### src/rtl/dct_pkg.sv
// Shared widths, FSM state type and row/column array types for the 4x4 forward DCT.
package dct_pkg;

    localparam int unsigned N         = 4;
    localparam int unsigned IN_W_DEF  = 9;
    localparam int unsigned OUT_W_DEF = 16;
    localparam int unsigned BUF_W_DEF = IN_W_DEF + 3;

    typedef enum logic {
        LOAD = 1'b0,
        EMIT = 1'b1
    } state_e;

    typedef logic [1:0] cnt_t;

    typedef logic signed [IN_W_DEF-1:0]  in_row_t  [N];
    typedef logic signed [BUF_W_DEF-1:0] buf_row_t [N];
    typedef logic signed [OUT_W_DEF-1:0] out_col_t [N];

endpackage

### src/rtl/dct_fwd_1d.sv
// Combinational 4-point forward integer DCT butterfly; inputs are sign-extended to the output width.
module dct_fwd_1d
    import dct_pkg::*;
#(
    parameter int unsigned IN_W_P  = IN_W_DEF,
    parameter int unsigned OUT_W_P = BUF_W_DEF
) (
    input  logic signed [IN_W_P-1:0]  i_x [N],
    output logic signed [OUT_W_P-1:0] o_y [N]
);

    logic signed [OUT_W_P-1:0] w_x [N];
    logic signed [OUT_W_P-1:0] w_a;
    logic signed [OUT_W_P-1:0] w_b;
    logic signed [OUT_W_P-1:0] w_c;
    logic signed [OUT_W_P-1:0] w_d;

    always_comb begin
        for (int i = 0; i < int'(N); i++) begin
            w_x[i] = OUT_W_P'(i_x[i]);
        end
        w_a    = w_x[0] + w_x[3];
        w_b    = w_x[1] + w_x[2];
        w_c    = w_x[1] - w_x[2];
        w_d    = w_x[0] - w_x[3];
        o_y[0] = w_a + w_b;
        o_y[1] = (w_d <<< 1) + w_c;
        o_y[2] = w_a - w_b;
        o_y[3] = w_d - (w_c <<< 1);
    end

endmodule

### src/rtl/dct_fwd_4x4.sv
// 4x4 forward integer DCT: loads four rows through a row butterfly into a transpose
// buffer, then emits four column-transformed coefficient beats.
module dct_fwd_4x4
    import dct_pkg::*;
#(
    parameter int unsigned IN_W  = IN_W_DEF,
    parameter int unsigned OUT_W = OUT_W_DEF
) (
    input  logic                    clk,
    input  logic                    rst_n,
    input  logic                    in_valid,
    output logic                    in_ready,
    input  logic signed [IN_W-1:0]  in_row [N],
    output logic                    out_valid,
    input  logic                    out_ready,
    output logic signed [OUT_W-1:0] out_col [N]
);

    localparam int unsigned BUF_W = IN_W + 3;

    state_e                  r_state;
    state_e                  w_state_nxt;
    cnt_t                    r_cnt;
    cnt_t                    w_cnt_nxt;
    logic                    r_in_ready;
    logic                    r_out_valid;
    logic                    w_load_row;
    logic signed [BUF_W-1:0] r_buf      [N][N];
    logic signed [BUF_W-1:0] w_buf_nxt  [N][N];
    logic signed [BUF_W-1:0] w_row_coef [N];
    logic signed [OUT_W-1:0] w_col_in   [N];
    logic signed [OUT_W-1:0] w_col_coef [N];
    logic signed [OUT_W-1:0] r_out_col  [N];

    dct_fwd_1d #(
        .IN_W_P (IN_W),
        .OUT_W_P(BUF_W)
    ) u_row_pass (
        .i_x(in_row),
        .o_y(w_row_coef)
    );

    dct_fwd_1d #(
        .IN_W_P (OUT_W),
        .OUT_W_P(OUT_W)
    ) u_col_pass (
        .i_x(w_col_in),
        .o_y(w_col_coef)
    );

    // Next-state and counter logic
    always_comb begin
        w_state_nxt = r_state;
        w_cnt_nxt   = r_cnt;
        w_load_row  = 1'b0;
        unique case (r_state)
            LOAD: begin
                if (in_valid && r_in_ready) begin
                    w_load_row = 1'b1;
                    w_cnt_nxt  = r_cnt + 2'd1;
                    if (r_cnt == 2'd3) begin
                        w_state_nxt = EMIT;
                    end
                end
            end
            EMIT: begin
                if (out_valid && out_ready) begin
                    w_cnt_nxt = r_cnt + 2'd1;
                    if (r_cnt == 2'd3) begin
                        w_state_nxt = LOAD;
                    end
                end
            end
            default: begin
                w_state_nxt = LOAD;
            end
        endcase
    end

    // Column pass looks ahead at the post-edge buffer so out_col can be registered
    always_comb begin
        w_buf_nxt = r_buf;
        if (w_load_row) begin
            w_buf_nxt[r_cnt] = w_row_coef;
        end
        for (int i = 0; i < int'(N); i++) begin
            w_col_in[i] = OUT_W'(w_buf_nxt[i][w_cnt_nxt]);
        end
    end

    always_ff @(posedge clk) begin
        if (!rst_n) begin
            r_state     <= LOAD;
            r_cnt       <= '0;
            r_in_ready  <= 1'b1;
            r_out_valid <= 1'b0;
        end else begin
            r_state     <= w_state_nxt;
            r_cnt       <= w_cnt_nxt;
            r_in_ready  <= (w_state_nxt == LOAD);
            r_out_valid <= (w_state_nxt == EMIT);
        end
    end

    // Datapath registers need no reset: a partial block is discarded via cnt/state
    always_ff @(posedge clk) begin
        r_buf     <= w_buf_nxt;
        r_out_col <= w_col_coef;
    end

    assign in_ready  = r_in_ready;
    assign out_valid = r_out_valid;
    assign out_col   = r_out_col;

endmodule

### config.mk
export PLATFORM = sky130hd
export DESIGN_NAME = dct_fwd_4x4
export DESIGN_NICKNAME = d
export VERILOG_FILES = /design/src/rtl/dct_pkg.sv /design/src/rtl/dct_fwd_1d.sv /design/src/rtl/dct_fwd_4x4.sv
export SDC_FILE = /design/constraint.sdc
export NUM_CORES = 1
export LEC_CHECK = 0
export ABC_AREA = 1
export BUFFER_PORTS_ARGS = -buffer_cell sky130_fd_sc_hd__buf_2
export CAP_MARGIN = 40
export CORE_MARGIN = 4
export CORE_UTILIZATION = 53
export CTS_CLUSTER_DIAMETER = 200
export DETAILED_ROUTE_END_ITERATION = 10
export GPL_TIMING_DRIVEN = 0
export PLACE_DENSITY = 0.71
export SYNTH_ARGS = -nofsm -noshare
export SYNTH_HDL_FRONTEND = slang
export SYNTH_SLANG_ARGS = --single-unit
### constraint.sdc
create_clock -name clk -period 7.05 [get_ports clk]
set_input_delay 0.3525 -clock clk [delete_from_list [all_inputs] [get_ports clk]]
set_output_delay 0.3525 -clock clk [all_outputs]
set_load 0.01 [all_outputs]
# Word level (Yosys, flattened, before mapping)
# Cells that the tools add are included.
[word_totals]
mem_count = 0
ramBits = 0
elab_cells = 77
output_inout_bits = 66
latch_bits = 0
register_bits = 260
mem_bits_ro = 0
input_bits = 40
[op_classes]
n_lt_le_gt_ge = 3
n_eq_ne = 1
div = 0
n_shift = 0
n_reduce_logical = 3
bitwise_logic = 4
n_addsub = 17
n_mul = 0
mux = 26
[ops]
columns = ["op", "count"]
rows = [
  ["$bwmux 192", 1],
  ["$mux 192", 1],
  ["$bmux 12 s2", 4],
  ["$demux 48 s2", 1],
  ["$mux 12", 8],
  ["$mux 48", 1],
  ["$add 16x16->16", 2],
  ["$sub 16x16->16", 2],
  ["$add 12x12->13", 2],
  ["$sub 12x12->13", 2],
  ["$add 12x12->12", 2],
  ["$sub 12x12->12", 2],
  ["$add 9x9->10", 2],
  ["$sub 9x9->10", 2],
  ["$ge 3x3->1 const B", 2],
  ["$mux 1", 6],
  ["$not 2->3", 2],
  ["$mux 2", 2],
  ["$pmux 2 s2", 1],
  ["$logic_and 1x1->1", 3],
  ["$lt 3x1->1 const B", 1],
  ["$add 2x1->2 const B", 1],
  ["$eq 2x2->1 const B", 1],
  ["$not 1->1", 2],
  ["$pmux 1 s2", 1],
]

# Depth between registers and ports, before layout
# Gate-level depths: netlist of run 1.
[logic_depth]
word_depth = 12
ltp_mapped = 42
mapped_depth_nobuf = 41

# Cells and area by module
# A second synthesis of run 1 with hierarchy kept.
[unflattened]
hier_cells = 3726
hier_area_um2 = 22549.1
[modules_own_cells]
columns = ["mod", "cells_per_inst", "instances", "area_per_inst_um2", "seq_area_each_um2"]
rows = [
  ["dct_fwd_4x4", 2009, 1, 12231.7, 5205.0],
  ["dct_fwd_1d (u_col_pass)", 1176, 1, 6816.5, 0.0],
  ["dct_fwd_1d (u_row_pass)", 541, 1, 3500.9, 0.0],
]

# Worst setup path before layout of run 1
# Ideal clock, no wire load.
[synth_path]
path_kind = "input port to flip-flop"
startpoint = "input port in_row[0] (netlist bit)"
endpoint = "register r_out_col, in the netlist out_col[61]"
setup_ns = 0.135
required_ns = 6.915
slack_ns = 1.073
n_path_buf = 2
arrival_time_ns = 5.843
path_stages = 35
cell_sequence = "ha_1 > inv_1 > fa_1 > o31ai_1 > a21oi_1 > o21bai_1 > xor2_1 > inv_1 > ha_1 > buf_2 > nand2_1 > nor3_1 > nand2_1 > nand2_1 > xor2_1 > inv_1 > o21ai_0 > nand2_1 > a21oi_1 > inv_1 > nand2_1 > inv_1 > ha_1 > inv_2 > o311ai_1 > nand2_1 > o21ai_1 > xor2_1 > inv_1 > ha_1 > clkbuf_1 > nand2_1 > or3_1 > o221ai_1 > xor2_1"
[synth_rtl]
columns = ["item", "line_no", "text"]
rows = [
  ["start: declaration", "dct_fwd_4x4.sv:13", "input logic signed [IN_W-1:0] in_row [N],"],
  ["end signal: assignment", "dct_fwd_4x4.sv:108", "r_out_col <= w_col_coef;"],
  ["end: declaration", "dct_fwd_4x4.sv:33", "logic signed [OUT_W-1:0] r_out_col [N];"],
]

==> impl_metrics.toml, run 1 <==
[status]
status = "finished clean"

[setup_path]
max_stage_delay_ns = 0.56
r2r_start = "r_cnt[0]$_SDFF_PN0_"
critical_path.most_common_cell = "a21oi_1"
timing.rr.end = "out_col[47]$_DFF_P_"
critPathLaunch = "in_row[11]"
crit_type = "input pin to flip-flop"
path_max_fanout = 7
r2r_slack_ns = 0.61
end_kind = "flip-flop"
r2r_cells = 25
startpoint_type = "input pin"
crit_path_top_delay_cell = "xor2_1"
critical_path_required_ns = 7.48
worstPathArrival_ns = 6.98

[sta]
finalCritPeriodShare = 0.929
worst_pin_slew_ns = 0.984
slew_violations = 0
rsz0062_at_grt = "false"
min_period_ns = 6.55
holdWs_ns = 0.0593
fmax_ghz = 0.153
slew_headroom = 0.344
hold_viol_final = 0
skew_ns = 0.0212
setup_violations = 0

[detailed_routing]
vias = 16900
drtIter0Drc = 1438
wl_met1_um = 22100
via_per_inst = 5.42
wl_met3_um = 4120
totalWireLength_um = 55000
routed.top_layer = "met4"
antenna_left = 0
drc = 0
drt_pass1_iterations = 6
post_drt_wl_per_cell_um = 17.6
dr_wl_met2_um = 26200

[synth]
yosys-top-cells-area = "dfxtp_1, ha_1, nand2_1"
netlist_instances = 2520
ys.flop_type = "dfxtp_1"
ys_types = 61
yosysWarningCount = 0
synth_top_area_cell = "dfxtp_1"
yosysSeqAreaShare = 0.291
synthesis.area_um2 = 17800
synth_seq_cells = 259
syn-num-nets = 2755
avgSynthCellArea_um2 = 7.08
async_reset_ff_frac = 0
synth_top_area_share = 0.291
synth_edf_count = 0

[layout]
multiInputGateArea_um2 = 10700
fill_cells = 3136
area_growth_pct = 11.9
regArea_um2 = 5180
antenna_cells = 0
final_common_cell = "nand2_1"
final_cell_mix = "nand2_1, inv_1, dfxtp_1, o21ai_0, ha_1"
drive_above_1_share = 0.122
nets = 2891

[place]
numPortBuffers = 105
gp_congestion = 0.960
post-dp-hpwl_um = 43600

[min_path]
worstHoldStart = "rst_n"
hold_path_end = "r_cnt[0]$_SDFF_PN0_"
worstHoldPathType = "input pin to flip-flop"
worstHoldPathCells = 3

[floorplan]
die_width_um = 191
io_pins = 106
die_y_um = 191
start_util = 0.543
row_count = 66
core_area_um2 = 32900
dieArea_um2 = 36600

[job]
drv_cap = 0

[clock_network]
numCtsBuffers = 28
cts_max_level = 1
cts_tree = "built"
clockBufferDepth = 3
clk-insertion-delay-late_ns = 0.56
clock-sinks = 259
clk_pin_slew_ns = 0.06
cts_root_buffer = "clkbuf_16"

[grt]
grt_overflow = 0
grt_pass1_wl_um = 85700
grt_pass1_vias = 16200
grt_max_degree = 15
track_usage = 0.295
antenna_found_initial = 0
-- final cells by class --
class                           instances  share of cell area
Clock inverter                         14             0.00947
Timing Repair Buffer                  107              0.0270
Inverter                              401              0.0754
Buffer                                 98              0.0233
Sequential cell                       259               0.260
Tap cell                              442              0.0277
Multi-Input combinational cell       1761               0.537
Clock buffer                           38              0.0406
-- worst max-delay path: cells and delay by family --
family / cells / cell delay, ns
AO/OA/AOI/OAI: 14 / 2.55
buffers and inverters: 8 / 0.92
AND/OR/NAND/NOR: 6 / 0.61
adder cells (fa/ha/maj): 4 / 1.39
XOR/XNOR: 4 / 1.13
-- per-stage QoR --
stage	cells	TNS, ns	utilization	setup slack (ns)	area, um^2
final	3120	0	0.607	0.504	20000
after global placement	3067	-2.26	0.575	-0.512	18900
after global routing	3120	0	0.607	0.0164	20000
after CTS	3120	0	0.606	0.00391	19900
after detailed placement	3068	-3.14	0.575	-0.553	18900
after floorplan	2520	0	-	1.07	17800
-- logic make-up (layout without fill, tap and decap cells) --
| kind of cell | after synthesis | in the layout | synth area share |
|---|---|---|---|
| flip-flops | 259 | 259 | 0.291 |
| buffers and inverters | 500 | 658 | 0.111 |
| AO/OA/AOI/OAI | 488 | 488 | 0.158 |
| XOR/XNOR | 131 | 131 | 0.0681 |
| adder cells (fa/ha/maj) | 195 | 195 | 0.144 |
| multiplexers | 2 | 2 | 0.00112 |
| AND/OR/NAND/NOR | 945 | 945 | 0.228 |
-- how the worst max path moves through the flow --
| stage | to | slack, ns | cells after the start |
|---|---|---|---|
| 4_1_cts | out_col[61]$_DFF_P_ | 0.004 | 35 |
| 6_report | out_col[28]$_DFF_P_ | 0.50 | 36 |
| 2_1_floorplan | out_col[61]$_DFF_P_ | 1.07 | 35 |
| 3_3_place_gp | out_col[61]$_DFF_P_ | -0.51 | 35 |
| 3_5_place_dp | out_col[61]$_DFF_P_ | -0.55 | 35 |
| 5_1_grt | out_col[46]$_DFF_P_ | 0.02 | 39 |
-- Yosys cell counts, types with 36 or more instances --
cell type  instances
nor2_1            97
xor2_1           107
ha_1             179
buf_2             36
nand2_1          576
o21ai_0          201
inv_1            381
dfxtp_1          259
a21oi_1          138
clkbuf_1          50
or2_2             54
nand3_1          143
-- repair_timing --
action	in CTS	in global routing
setup buffers	0	1
endpoints found under the setup margin	0	18
hold buffers	0	0
gates resized for setup	0	8
-- per-layer routing --
metal,vias up,GRT usage
li1,8342,-
met1,7745,0.359
met2,672,0.524
met3,141,0.0369
met4,0,0.127
met5,-,0
-- state kept, by name, indices dropped and copies added, names as in the netlist --
register	cells
out_col	63
in_ready	1
out_valid	1
r_buf	192
r_cnt	2
Power of run 1 is left out: the tool's default activity adds up to more than one toggle a clock period on the data nets, which glitch-free logic cannot reach.
==> run 2: changes to the inputs <==
Settings changed: ABC_AREA 1 to 0.
==> impl_metrics.toml, run 2 <==
[detailed_routing]
totalWireLength_um = 44300
drc = 0
antenna_left = 0
drtIter0Drc = 1170
drt_pass1_iterations = 5
post_drt_wl_per_cell_um = 17.6
via_per_inst = 5.65
vias = 14200

[synth]
async_reset_ff_frac = 0
netlist_instances = 1968
yosysWarningCount = 0
yosys-top-cells-area = "dfxtp_1, ha_1, o21ai_0"
avgSynthCellArea_um2 = 8.44
syn-num-nets = 2203
ys_types = 78
synth_seq_cells = 259
yosysSeqAreaShare = 0.312
synth_top_area_cell = "dfxtp_1"
ys.flop_type = "dfxtp_1"
synth_top_area_share = 0.312
synth.most_common_cell = "nand2_1"
synth_edf_count = 0
synthesis.area_um2 = 16600
synth_common_cells = "nand2_1, dfxtp_1, o21ai_0, ha_1, inv_1"

[layout]
largest_reg_flops = 192
fill_cells = 2692
final_cells = 2519
antenna_cells = 0
final_common_cell = "nand2_1"
drive_above_1_share = 0.114
area_growth_pct = 12.3
multiInputGateArea_um2 = 10500
final_cell_mix = "nand2_1, dfxtp_1, o21ai_0, ha_1, inv_1"
top_register = "r_buf"
nets = 2338
regArea_um2 = 5180

[clock_network]
cts_max_level = 1
numCtsBuffers = 27
clock-sinks = 259
cts_root_buffer = "clkbuf_16"
cts_tree = "built"
clockBufferDepth = 3
post_cts_buffers = 0
clk-insertion-delay-late_ns = 0.55
clk_pin_slew_ns = 0.07

[floorplan]
die_y_um = 185
dieArea_um2 = 34200
die_width_um = 185
io_pins = 106
start_util = 0.540
row_count = 64
core_area_um2 = 30700

[setup_path]
r2r_slack_ns = 0.41
path_max_fanout = 10
crit_type = "input pin to flip-flop"
end_kind = "flip-flop"
crit_path_top_delay_cell = "fa_1"
critical_path_required_ns = 7.52
worstPathArrival_ns = 7.11
startpoint_type = "input pin"
max_stage_delay_ns = 0.41
r2r_cells = 23
timing.rr.end = "out_col[27]$_DFF_P_"
r2r_start = "in_ready$_SDFF_PN1_"

[min_path]
worstHoldPathType = "input pin to flip-flop"
worstHoldPathCells = 2
hold_path_end = "r_cnt[1]$_SDFF_PN0_"
worstHoldStart = "rst_n"

[grt]
grt_max_degree = 16
antenna_found_initial = 0
track_usage = 0.252
grt_pass1_vias = 13700
grt_pass1_wl_um = 69700
grt_overflow = 0

[status]
status = "finished clean"

[sta]
fmax_ghz = 0.150
skew_ns = 0.0245
min_period_ns = 6.65
finalCritPeriodShare = 0.943
slew_violations = 0
setup_violations = 0
worst_pin_slew_ns = 0.799
holdWs_ns = 0.0682
slew_headroom = 0.468
hold_viol_final = 0

[job]
drv_cap = 0

[place]
post-dp-hpwl_um = 35400
gp_congestion = 0.937
numPortBuffers = 105
placed_cells = 2474
run 2: per-stage QoR:
stage | instance area [um^2] | setup TNS (ns) | setup WS [ns] | utilization
6_report | 18700 | 0 | 0.404 | 0.607
5_1_grt | 18700 | -0.00531 | -0.00531 | 0.607
4_1_cts | 18600 | 0 | 0.0259 | 0.605
3_5_place_dp | 17700 | -4.76 | -0.499 | 0.575
3_3_place_gp | 17600 | -4.79 | -0.739 | 0.573
2_1_floorplan | 16600 | 0 | 1.08 | -
run 2: timing repair:
action / CTS / global route
hold endpoints to repair: 0 / 0
resized for setup: 4 / 23
hold buffers: 0 / 0
endpoints found under the setup margin: 12 / 23
cloned: 0 / 0
run 2: critical path, delay by kind of cell:
kind / cells / cell delay [ns]
compound gates: 15 / 3.28
xor+xnor: 3 / 0.53
fa+ha+maj: 5 / 1.59
buf+inv: 3 / 0.45
simple gates: 6 / 0.90
run 2: worst max path at each step:
| stage | from | to | slack [ns] | cells after the start |
|---|---|---|---|---|
| after detailed placement | in_valid | out_col[27]$_DFF_P_ | -0.50 | 28 |
| after global routing | in_ready$_SDFF_PN1_ | out_col[31]$_DFF_P_ | -0.005 | 26 |
| final | in_row[9] | out_col[13]$_DFF_P_ | 0.40 | 32 |
| after CTS | in_ready$_SDFF_PN1_ | out_col[27]$_DFF_P_ | 0.03 | 27 |
| after floorplan | in_row[0] | out_col[27]$_DFF_P_ | 1.08 | 27 |
| after global placement | in_valid | out_col[27]$_DFF_P_ | -0.74 | 27 |
run 2: cell families after synthesis:
kind of cell,after synthesis,share of synthesized area
simple gates,547,0.144
fa+ha+maj,196,0.155
mux,39,0.0456
xor+xnor,151,0.0812
buf+inv,240,0.0562
compound gates,536,0.206
flops,259,0.312
run 2: area by class of cell:
cell class              instances  share of cell area
multi-input cells            1469               0.565
flip-flops and latches        259               0.278
clock buffers                  33              0.0385
repair buffers                110              0.0307
inverters                     150              0.0302
well taps                     396              0.0266
plain buffers                  86              0.0197
clock inverters                16              0.0111
run 2: routing by layer:
layer	up-vias	GRT usage	routed length, um
met1	6621	0.319	19000
li1	7049	-	-
met2	484	0.448	21100
met3	86	0.0263	2690
met5	-	0	0
met4	0	0.0866	1530
Power of run 2 is left out for the same reason.
==> run 3: changes to the inputs <==
Settings changed: SYNTH_HIERARCHICAL set to 1.
==> impl_metrics.toml, run 3 <==
[status]
status = "finished clean"

[setup_path]
startpoint_type = "input pin"
max_stage_delay_ns = 0.53
crit_type = "input pin to flip-flop"
critical_path_required_ns = 7.48
crit_path_top_delay_cell = "mux4_2"
worstPathArrival_ns = 7.25
path_max_fanout = 10
end_kind = "flip-flop"

[synth]
async_reset_ff_frac = 0
synth_edf_count = 0
yosysWarningCount = 6
yosys-top-cells-area = "dfxtp_1, ha_1, mux2_1"
synth_seq_cells = 260
synth_common_cells = "dfxtp_1, ha_1, inv_1, xnor2_1, mux2_1"
synthesis.area_um2 = 18100
ys.flop_type = "dfxtp_1"
synth_top_area_share = 0.287
avgSynthCellArea_um2 = 10.2
synth_top_area_cell = "dfxtp_1"
synth.most_common_cell = "dfxtp_1"
netlist_instances = 1769
yosysSeqAreaShare = 0.287
syn-num-nets = 2020
ys_types = 100

[min_path]
worstHoldPathType = "input pin to flip-flop"

[layout]
multiInputGateArea_um2 = 12000
drive_above_1_share = 0.223
final_common_cell = "dfxtp_1"
fill_cells = 2822
area_growth_pct = 12.0
antenna_cells = 0
top_register = "r_buf"
final_cell_mix = "dfxtp_1, ha_1, inv_1, buf_2, xnor2_1"
largest_reg_flops = 192
nets = 2154
regArea_um2 = 5200

[place]
numPortBuffers = 105
post-dp-hpwl_um = 34900
gp_congestion = 0.850

[detailed_routing]
via_per_inst = 5.49
drc = 0
drtIter0Drc = 665
totalWireLength_um = 42500
drt_pass1_iterations = 5
vias = 13000
antenna_left = 0
post_drt_wl_per_cell_um = 18.0

[floorplan]
io_pins = 106
die_width_um = 193
core_area_um2 = 33600
start_util = 0.539
row_count = 67
die_y_um = 193
dieArea_um2 = 37200

[clock_network]
clock-sinks = 260
cts_root_buffer = "clkbuf_16"
clk-insertion-delay-late_ns = 0.55
postCtsHoldBufs = 0
cts_tree = "built"
cts_max_level = 1
numCtsBuffers = 28
clk_pin_slew_ns = 0.06
clockBufferDepth = 3

[sta]
finalCritPeriodShare = 0.968
hold_viol_final = 0
slew_violations = 0
skew_ns = 0.0168
slew_headroom = 0.521
setup_violations = 0
worst_pin_slew_ns = 0.714
setup_tns_ns = 0
fmax_ghz = 0.147
min_period_ns = 6.82

[grt]
grt_pass1_vias = 13400
grt_pass1_wl_um = 67400
grt_max_degree = 15
antenna_found_initial = 1
grt_overflow = 0
track_usage = 0.226

[job]
drv_cap = 0
[run 3: changes by cell type after synthesis, moves of 17 or more]
cell | previous run | this run
nand2_1 | 279 | 35
o21ai_0 | 214 | 50
mux2_1 | 0 | 104
clkbuf_1 | 73 | 18
mux2_2 | 4 | 56
inv_1 | 150 | 184
mux2_4 | 0 | 32
nor2_1 | 118 | 87
xnor2_1 | 102 | 124
mux4_2 | 29 | 48
buf_2 | 5 | 22
[run 3: final cells by class]
| type | count | share of cell area |
|---|---|---|
| flip-flops and latches | 260 | 0.256 |
| multi-input cells | 1255 | 0.589 |
| well taps | 448 | 0.0276 |
| clock inverters | 9 | 0.00351 |
| clock buffers | 39 | 0.0400 |
| inverters | 185 | 0.0344 |
| plain buffers | 63 | 0.0216 |
| repair buffers | 110 | 0.0276 |
[run 3: worst max-delay path, delay by kind of cell]
kind / cells / cell delay, ns
AO/OA/AOI/OAI: 11 / 2.08
adder cells (fa/ha/maj): 5 / 1.58
AND/OR/NAND/NOR: 6 / 1.33
multiplexers: 3 / 1.03
buffers and inverters: 4 / 0.58
XOR/XNOR: 2 / 0.27
[run 3: what timing repair did]
action,CTS,global route
setup endpoints to repair,11,13
pin swaps,0,7
buffers inserted,0,4
resized for setup,5,37
[run 3: metrics by stage]
| stage | utilization | hold slack, ns | instances | setup slack [ns] | cell area, um^2 |
|---|---|---|---|---|---|
| global route | 0.604 | 0.0778 | 2369 | -0.0391 | 20300 |
| CTS | 0.599 | 0.0586 | 2370 | -0.151 | 20100 |
| floorplan | - | 0.434 | 1769 | 0.478 | 18100 |
| finish | 0.604 | 0.0787 | 2369 | 0.229 | 20300 |
| global placement | 0.572 | 0.440 | 2322 | -0.932 | 19200 |
| detailed placement | 0.572 | 0.448 | 2323 | -0.967 | 19200 |
[run 3: kinds of logic (layout without fill, tap and decap cells)]
group	count (synthesis)	count (layout)	share of synthesized area
DFF	260	260	0.287
adders and majority gates	211	211	0.152
buffers and inverters	254	406	0.0636
AOI/OAI and AO/OA	349	349	0.137
and+or+nand+nor	273	273	0.0787
muxes	243	243	0.187
xor gates and xnor gates	179	179	0.0941
[run 3: path summary, 6_finish.rpt]
| kind | startpoint | endpoint | slack [ns] | cells after the start |
|---|---|---|---|---|
| worst max register to register | r_cnt[0]$_SDFF_PN0_ | out_col[31]$_DFF_P_ | 1.03 | 24 |
| worst min register to register | r_buf[142]$_DFF_P_ | r_buf[142]$_DFF_P_ | 0.46 | 1 |
| worst max-delay path | in_row[9] | out_col[15]$_DFF_P_ | 0.23 | 31 |
| worst min-delay path | rst_n | r_cnt[0]$_SDFF_PN0_ | 0.08 | 2 |
[run 3: metal layers]
layer,up-vias,track usage,routed length (um)
met4,0,0.0613,1120
met2,266,0.419,21200
met3,60,0.0220,1530
li1,6455,-,-
met5,-,0,0
met1,6224,0.280,18700
Power of run 3 is left out for the same reason.
